<file path="src/rtl/if_fetch_stage.sv">
// Instruction-fetch stage: owns the PC, drives the imem handshake and registers IF_PC_4/IF_Instruct/IF_valid.
// Optional macro SUPERVISOR_BIT_EN treats pc[31] as a supervisor bit (masks irq, pins bit 31 on sequential/branch).
module if_fetch_stage #(
    parameter logic [31:0] RESET_PC = 32'h8000_0000,
    parameter logic [31:0] IRQ_VEC  = 32'h8000_0004,
    parameter logic [31:0] EXC_VEC  = 32'h8000_0008
) (
    input  logic        clk,
    input  logic        reset,
    input  logic        stall,
    input  logic        exception,
    input  logic        irq,
    input  logic        branch_taken,
    input  logic [31:0] branch_target,
    input  logic        jump,
    input  logic [31:0] jump_target,
    output logic        imem_req,
    output logic [31:0] imem_addr,
    input  logic [31:0] imem_rdata,
    input  logic        imem_ready,
    output logic [31:0] IF_PC_4,
    output logic [31:0] IF_Instruct,
    output logic        IF_valid
);

    typedef enum logic [1:0] {
        ST_REQ  = 2'd0,
        ST_HOLD = 2'd1,
        ST_KILL = 2'd2
    } state_t;

    state_t      r_state, w_stateNext;
    logic [31:0] r_pc, r_hold, r_redirPc, r_ifPc4, r_ifInstr;
    logic        r_ifValid;
    logic [31:0] w_pcNext, w_holdNext, w_redirNext, w_ifPc4Next, w_ifInstrNext;
    logic        w_ifValidNext;
    logic        w_irqEff, w_redirect;
    logic [31:0] w_pcPlus4, w_brTarget, w_jmpTarget, w_target;

`ifdef SUPERVISOR_BIT_EN
    // User code cannot raise its own privilege; only a jump from supervisor may clear/keep bit 31 freely.
    assign w_irqEff    = irq & ~r_pc[31];
    assign w_pcPlus4   = {r_pc[31], r_pc[30:0] + 31'd4};
    assign w_brTarget  = {r_pc[31], branch_target[30:0]};
    assign w_jmpTarget = {r_pc[31] & jump_target[31], jump_target[30:0]};
`else
    assign w_irqEff    = irq;
    assign w_pcPlus4   = r_pc + 32'd4;
    assign w_brTarget  = branch_target;
    assign w_jmpTarget = jump_target;
`endif

    assign w_redirect = exception | w_irqEff | branch_taken | jump;

    always_comb begin
        w_target = w_jmpTarget;
        if (exception)
            w_target = EXC_VEC;
        else if (w_irqEff)
            w_target = IRQ_VEC;
        else if (branch_taken)
            w_target = w_brTarget;
        w_target[1:0] = 2'b00;
    end

    assign imem_req    = (r_state != ST_HOLD) & ~reset;
    assign imem_addr   = r_pc;
    assign IF_PC_4     = r_ifPc4;
    assign IF_Instruct = r_ifInstr;
    assign IF_valid    = r_ifValid;

    always_comb begin
        w_stateNext   = r_state;
        w_pcNext      = r_pc;
        w_holdNext    = r_hold;
        w_redirNext   = r_redirPc;
        w_ifPc4Next   = r_ifPc4;
        w_ifInstrNext = r_ifInstr;
        w_ifValidNext = r_ifValid;
        case (r_state)
            ST_REQ: begin
                if (w_redirect) begin
                    w_ifPc4Next   = '0;
                    w_ifInstrNext = '0;
                    w_ifValidNext = 1'b0;
                    if (imem_ready) begin
                        w_pcNext = w_target;
                    end else begin
                        w_redirNext = w_target;
                        w_stateNext = ST_KILL;
                    end
                end else if (imem_ready) begin
                    if (!stall) begin
                        w_ifPc4Next   = w_pcPlus4;
                        w_ifInstrNext = imem_rdata;
                        w_ifValidNext = 1'b1;
                        w_pcNext      = w_pcPlus4;
                    end else begin
                        w_holdNext  = imem_rdata;
                        w_stateNext = ST_HOLD;
                    end
                end else if (!stall) begin
                    w_ifPc4Next   = '0;
                    w_ifInstrNext = '0;
                    w_ifValidNext = 1'b0;
                end
            end
            ST_HOLD: begin
                if (w_redirect) begin
                    w_ifPc4Next   = '0;
                    w_ifInstrNext = '0;
                    w_ifValidNext = 1'b0;
                    w_pcNext      = w_target;
                    w_holdNext    = '0;
                    w_stateNext   = ST_REQ;
                end else if (!stall) begin
                    w_ifPc4Next   = w_pcPlus4;
                    w_ifInstrNext = r_hold;
                    w_ifValidNext = 1'b1;
                    w_pcNext      = w_pcPlus4;
                    w_stateNext   = ST_REQ;
                end
            end
            ST_KILL: begin
                // The old request must still complete; its data is thrown away and the newest redirect wins.
                w_ifPc4Next   = '0;
                w_ifInstrNext = '0;
                w_ifValidNext = 1'b0;
                if (w_redirect)
                    w_redirNext = w_target;
                if (imem_ready) begin
                    w_pcNext    = w_redirect ? w_target : r_redirPc;
                    w_stateNext = ST_REQ;
                end
            end
            default: w_stateNext = ST_REQ;
        endcase
    end

    always_ff @(posedge clk or posedge reset) begin
        if (reset) begin
            r_state   <= ST_REQ;
            r_pc      <= RESET_PC;
            r_hold    <= '0;
            r_redirPc <= '0;
            r_ifPc4   <= '0;
            r_ifInstr <= '0;
            r_ifValid <= 1'b0;
        end else begin
            r_state   <= w_stateNext;
            r_pc      <= w_pcNext;
            r_hold    <= w_holdNext;
            r_redirPc <= w_redirNext;
            r_ifPc4   <= w_ifPc4Next;
            r_ifInstr <= w_ifInstrNext;
            r_ifValid <= w_ifValidNext;
        end
    end

endmodule

</file>
<file path="config.mk">
export PLATFORM = sky130hd
export DESIGN_NAME = if_fetch_stage
export DESIGN_NICKNAME = d
export VERILOG_FILES = /design/src/rtl/if_fetch_stage.sv
export SDC_FILE = /design/constraint.sdc
export NUM_CORES = 1
export LEC_CHECK = 0
export CORE_MARGIN = 5
export CORE_UTILIZATION = 51
export DETAILED_ROUTE_END_ITERATION = 8
export GPL_ROUTABILITY_DRIVEN = 0
export PLACE_DENSITY = 0.85
export SETUP_SLACK_MARGIN = 0.1
export SLEW_MARGIN = 10
export SYNTH_ARGS = -nofsm -noshare
export SYNTH_HDL_FRONTEND = slang
export SYNTH_SLANG_ARGS = --single-unit
</file>
<file path="constraint.sdc">
create_clock -name clk -period 8.2 [get_ports clk]
set_clock_uncertainty 0.2 [all_clocks]
set_input_delay 1.64 -clock clk [delete_from_list [all_inputs] [get_ports clk]]
set_output_delay 1.64 -clock clk [all_outputs]
set_load 0.02 [all_outputs]
</file>
==> impl_metrics.py, run 1 <==
metrics = {
    "status": {
        "status": "completed",
    },
    "floorplan": {
        "dieHeight_um": 140,
        "die-area_mm2": 0.0195,
        "rows": 47,
        "core_mm2": 0.0165,
        "pin_count": 202,
        "floorplan.initialDensity_pct": 52.0,
        "die_width_um": 140,
    },
    "global_route": {
        "grt_start_max_net_pins": 108,
        "antenna_found_initial": 0,
        "grt-ovfl-total": 0,
        "grt_pass1_vias": 7681,
        "grt_util_all_layers_pct": 25.8,
        "grt_pass1_wl_mm": 40.8,
    },
    "clock_tree": {
        "cts_buffer_depth": 2,
        "root_buffer": "clkbuf_16",
        "cts_hold_buf": 0,
        "htree_levels": 4,
        "cts_resized": 0,
        "cts_tree": "done",
        "cts_made_buffers": 17,
        "insertion_delay_ps": 430,
        "clock_sinks": 163,
        "cts_setup_buffers": 0,
        "clk_pin_slew_worst_paths_ps": 60,
    },
    "yosys": {
        "yosys.area.top_type_share_pct": 47.2,
        "syn_area_mm2": 0.00859,
        "synth-edff-count": 0,
        "yosysMostFrequentCell": "dfrtp_1",
        "netlist_top_cells_count": "dfrtp_1, nand2_1, o21ai_0",
        "avgSynthCellArea_um2": 9.12,
        "synth_cells": 942,
        "yosys.cell_types.count": 63,
        "ys.flop_type": "dfrtp_1",
        "synth_warnings": 0,
        "syn-num-nets": 1051,
        "synth_seq_area_share_pct": 47.5,
        "ys_ff_latch": 163,
        "async_flop_share_pct": 100,
        "synthTopCellsByArea": "dfrtp_1, nand2_1, o21ai_0",
        "synth_top_area_cell": "dfrtp_1",
    },
    "critical_path": {
        "cp-end-kind": "output port",
        "start_kind": "primary input",
        "reg2reg_depth": 5,
        "critPathMaxFanout": 2,
        "worstReg2RegEnd": "r_redirPc[14]",
        "path_class": "primary input to output port",
        "crit_end": "imem_req",
        "crit_required_ps": 6360,
        "critPathArrivalTime_ps": 2840,
        "r2r_start": "r_state[1]",
        "crit_start": "reset",
        "reg2reg_setup_slack_ps": 4070,
    },
    "timing": {
        "setup_viol": 0,
        "worst_pin_slew_ps": 1040,
        "setup_tns_ps": 0,
        "max_freq_mhz": 214,
        "maxSlewViolCount": 0,
        "fin_crit_ps": 4680,
        "rsz0062_at_grt": "no",
        "max_slew_margin_pct": 30.8,
        "finalHoldViolCount": 0,
        "fin_crit_sh_pct": 57.1,
    },
    "power": {
        "pwr-share-clk_pct": 27.5,
        "power.share.switching_pct": 37.1,
        "p_switching_uw": 1060,
        "vdd_drop_max_v": 0.000172,
        "seq_power_share_pct": 40.1,
        "p_comb_share_pct": 32.4,
        "p_int_uw": 1800,
        "p_leak_uw": 0.00461,
        "powerDensity_mw_per_mm2": 256,
    },
    "final_layout": {
        "post-route-util_pct": 67.6,
        "design_area_mm2": 0.0112,
        "drive_gt1_share_pct": 6.23,
        "fillers": 1251,
        "area_growth_pct": 30.1,
        "diodes": 0,
        "nets": 1203,
    },
    "hold_path": {
        "hold_path_class": "flop to flop",
    },
    "route": {
        "postRouteAntennaNets": 0,
        "dr.first_iter.drc_count": 1007,
        "routedWlPerCell_um": 19.2,
        "drcViolationCount": 0,
        "wl_mm": 25.5,
        "drt_pre_antenna_iters": 6,
        "viasPerCell": 6.06,
        "num_vias": 8035,
    },
    "place": {
        "hpwl_mm": 17.5,
        "place_area_mm2": 0.0106,
        "io_buffers": 197,
    },
    "job": {
        "cap_violations": 0,
    },
}
metal layers:
metal | wire length (µm) | part of all wire, % | vias to the layer above | track usage (%)
li1 | - | - | 3679 | -
met1 | 10400 | 41 | 3816 | 35.6
met2 | 11700 | 46 | 463 | 40.3
met3 | 2710 | 11 | 77 | 5.80
met4 | 780 | 3.1 | 0 | 8.92
met5 | 0 | 0 | - | 0
how the worst min path moves through the flow:
stage | cells past startpoint | to | from | slack [ps]
4_1_cts | 2 | IF_Instruct[15] | IF_Instruct[15] | 280
5_1_grt | 2 | r_hold[7] | r_hold[7] | 300
6_report | 2 | IF_Instruct[15] | IF_Instruct[15] | 270
3_5_place_dp | 2 | IF_Instruct[15] | IF_Instruct[15] | 260
2_1_floorplan | 2 | r_redirPc[4] | r_redirPc[4] | 240
3_3_place_gp | 2 | r_redirPc[7] | r_redirPc[7] | 260
cell usage in the layout, fill, tap and decap left out, types with 5 or more instances in the layout:
cell             count
a211oi_1            11
a21oi_1             26
a221oi_1             6
a22oi_1             35
a31oi_1              6
and2_1               5
and3_1               9
and4_1               6
buf_4               11
clkbuf_16           17
clkdlybuf4s50_1    196
clkinv_4             5
dfrtp_1            162
ha_1                 5
inv_1               13
mux2_2               6
mux2i_1             29
nand2_1            151
nand2b_1            35
nand3_1             19
nand4_1             12
nor2_1              68
nor2b_1              5
nor3_1              12
nor4_1               7
o211ai_1             5
o21ai_0            104
o22ai_1              5
o2bb2ai_1            7
o31ai_1             33
xnor2_1             15
xor2_1               9
area by class of cell:
type / count / area, µm² / area share (%)
multi-input combinational: 690 / 4130 / 37.0
clock inverter: 12 / 134 / 1.20
tap: 220 / 275 / 2.46
sequential: 163 / 4080 / 36.5
timing repair buffer: 208 / 2050 / 18.3
clock buffer: 20 / 447 / 4.00
inverter: 14 / 57.6 / 0.515
cells by family after synthesis:
family	count (synthesis)	synth area share (%)
flip-flops	163	47.5
XOR/XNOR	24	2.45
multiplexers	35	4.17
AO/OA/AOI/OAI	280	21.6
AND/OR/NAND/NOR	346	19.0
buffers and inverters	89	4.59
adder cells (fa/ha/maj)	5	0.728
worst max-delay path, cell delays in order:
cell	delay, ps
clkdlybuf4s50_1	480
nor2_1	110
clkdlybuf4s50_1	610
per-stage QoR:
step / setup slack, ps / hold WS (ps) / std cells / total power, µW
final: 3520 / 272 / 1327 / 2860
after global placement: 3470 / 257 / 1295 / 2020
after detailed placement: 3380 / 265 / 1295 / 2060
after CTS: 3520 / 279 / 1327 / 2840
after global routing: 3450 / 304 / 1327 / 3000
after floorplan: 1960 / 241 / 942 / 1700
power groups by stage:
| stage | sequential [µW] | combinational (µW) | clock [µW] |
|---|---|---|---|
| 2_1_floorplan | 1160 | 545 | 0 |
| 3_3_place_gp | 1140 | 880 | 0 |
| 3_5_place_dp | 1150 | 904 | 0 |
| 4_1_cts | 1140 | 913 | 789 |
| 5_1_grt | 1170 | 1010 | 824 |
| 6_report | 1150 | 926 | 785 |
state kept, by name (all words and copies together), names as in the netlist:
register / flops
IF_PC_4: 32
imem_addr: 32
r_redirPc: 32
r_state: 2
IF_Instruct: 32
r_hold: 32
IF_valid: 1
(Power assumes the default switching activity.)
==> run 2: changes to the inputs <==
- CORE_UTILIZATION: 51 -> 46
- PLACE_DENSITY: 0.85 -> 0.82
- clock period: 8.2 -> 3.9 ns (I/O delays scaled with it)
==> run 2 against run 1 <==
Net effect:
- core utilization decreased by 6.3 points
- worst hold slack improved by 2.8 ps
- design area increased by 1.7%
- routed wire length decreased by 0.12%
- first-iteration DRC count decreased by 21%
- cell count increased by 2.1%
- worst setup slack got worse by 2800 ps
- total power increased by 110%
- clock power increased by 120%
- critical endpoint unchanged
- largest cell class unchanged
==> impl_metrics.py, run 2 (same netlist as run 1, synthesis figures left out) <==
metrics = {
    "critical_path": {
        "path_class": "flop to output port",
        "cpMaxStageDelayCell": "clkdlybuf4s50_1",
        "cp_slowest_stage_delay_ps": 610,
        "worstPathBufferInverterCount": 2,
        "critPathArrivalTime_ps": 2210,
        "crit_required_ps": 2920,
        "reg2reg_setup_slack_ps": 890,
        "cp-end-kind": "output port",
        "start_kind": "flop",
        "critPathMaxFanout": 10,
        "cp_top_family": "buffers and inverters",
        "crit_path_cell_trace": "inv_1 -> ha_1 -> nor2_1 -> clkdlybuf4s50_1",
    },
    "clock_tree": {
        "cts_setup_buffers": 0,
        "clock_sinks": 163,
        "cts_tree": "done",
        "root_buffer": "clkbuf_16",
        "clk_pin_slew_worst_paths_ps": 70,
        "insertion_delay_ps": 430,
        "cts_buffer_depth": 2,
        "cts_resized": 0,
        "cts_made_buffers": 17,
        "htree_levels": 4,
        "cts_hold_buf": 0,
    },
    "route": {
        "postRouteAntennaNets": 0,
        "viasPerCell": 5.78,
        "num_vias": 7837,
        "drcViolationCount": 0,
        "drt_pre_antenna_iters": 7,
        "routedWlPerCell_um": 18.8,
        "dr.first_iter.drc_count": 799,
        "wl_mm": 25.5,
    },
    "timing": {
        "finalHoldViolCount": 0,
        "maxSlewViolCount": 0,
        "fin_crit_ps": 3190,
        "setup_viol": 0,
        "setup_tns_ps": 0,
        "worst_pin_slew_ps": 792,
        "rsz0062_at_grt": "no",
        "max_slew_margin_pct": 47.2,
        "max_freq_mhz": 313,
        "fin_crit_sh_pct": 81.9,
    },
    "final_layout": {
        "area_growth_pct": 32.3,
        "final_common_cell": "clkdlybuf4s50_1",
        "final-instance-count-excl-fill": 1355,
        "final_cell_mix": "clkdlybuf4s50_1, dfrtp_1, nand2_1",
        "drive_gt1_share_pct": 7.49,
        "seq_area_mm2": 0.00408,
        "multi_input_area_mm2": 0.00413,
        "fillers": 1550,
        "diodes": 0,
        "nets": 1217,
    },
    "global_route": {
        "grt-ovfl-total": 0,
        "grt_pass1_wl_mm": 41.2,
        "grt_start_max_net_pins": 77,
        "grt_pass1_vias": 7600,
        "antenna_found_initial": 0,
        "grt_util_all_layers_pct": 23.7,
    },
    "hold_path": {
        "hold_path_class": "flop to flop",
    },
    "power": {
        "vdd_drop_max_v": 0.000398,
        "powerDensity_mw_per_mm2": 536,
        "p_leak_uw": 0.00470,
    },
    "floorplan": {
        "rows": 50,
        "floorplan.initialDensity_pct": 46.4,
        "die-area_mm2": 0.0215,
        "die_width_um": 147,
        "dieHeight_um": 147,
        "pin_count": 202,
        "core_mm2": 0.0185,
    },
    "status": {
        "status": "completed",
    },
    "job": {
        "cap_violations": 0,
    },
    "place": {
        "post-place-cells": 1323,
        "io_buffers": 197,
        "hpwl_mm": 18.2,
    },
}
run 2: worst paths after layout:
check	end	start	cells past startpoint
min	r_redirPc[24]	r_redirPc[24]	2
min in group asynchronous	imem_addr[2]	reset	2
max	imem_req	r_state[1]	4
max in group asynchronous	imem_addr[31]	reset	3
max reg2reg	imem_addr[6]	r_state[1]	8
min reg2reg	r_redirPc[24]	r_redirPc[24]	2
run 2: power by group:
part | switching, µW | internal (µW) | leakage [µW]
Sequential | 362 | 2040 | 0.00219
Clock | 775 | 911 | 0.000284
Combinational | 1180 | 823 | 0.00222
run 2: layer usage:
metal | GRT usage (%) | vias to the layer above | routed length (µm)
li1 | - | 3696 | -
met5 | 0 | - | 0
met1 | 32.7 | 3755 | 10900
met4 | 7.15 | 0 | 591
met3 | 5.62 | 48 | 2080
met2 | 37.3 | 338 | 11900
run 2: area by class of cell:
cell class,instances,share of cell area [%]
Clock buffer,17,3.74
Clock inverter,15,1.41
Inverter,14,0.496
Multi-Input combinational cell,690,36.4
Sequential cell,163,35.9
Tap cell,234,2.58
Timing Repair Buffer,222,19.5
run 2: through the flow:
step	worst slack (ps)	cell area [µm²]	hold slack [ps]	utilization (%)	total power (µW)
after floorplan	850	8590	241	-	3580
after global placement	473	10800	258	58.2	4320
after detailed placement	425	10800	265	58.2	4400
after CTS	701	11400	280	61.4	6080
after global routing	564	11400	307	61.4	6410
final	706	11400	274	61.4	6090
run 2: tightest hold or removal path, cell delays in order (launching register included):
cell     delay [ps]
dfrtp_1         340
nand2_1          40
o21ai_0          60
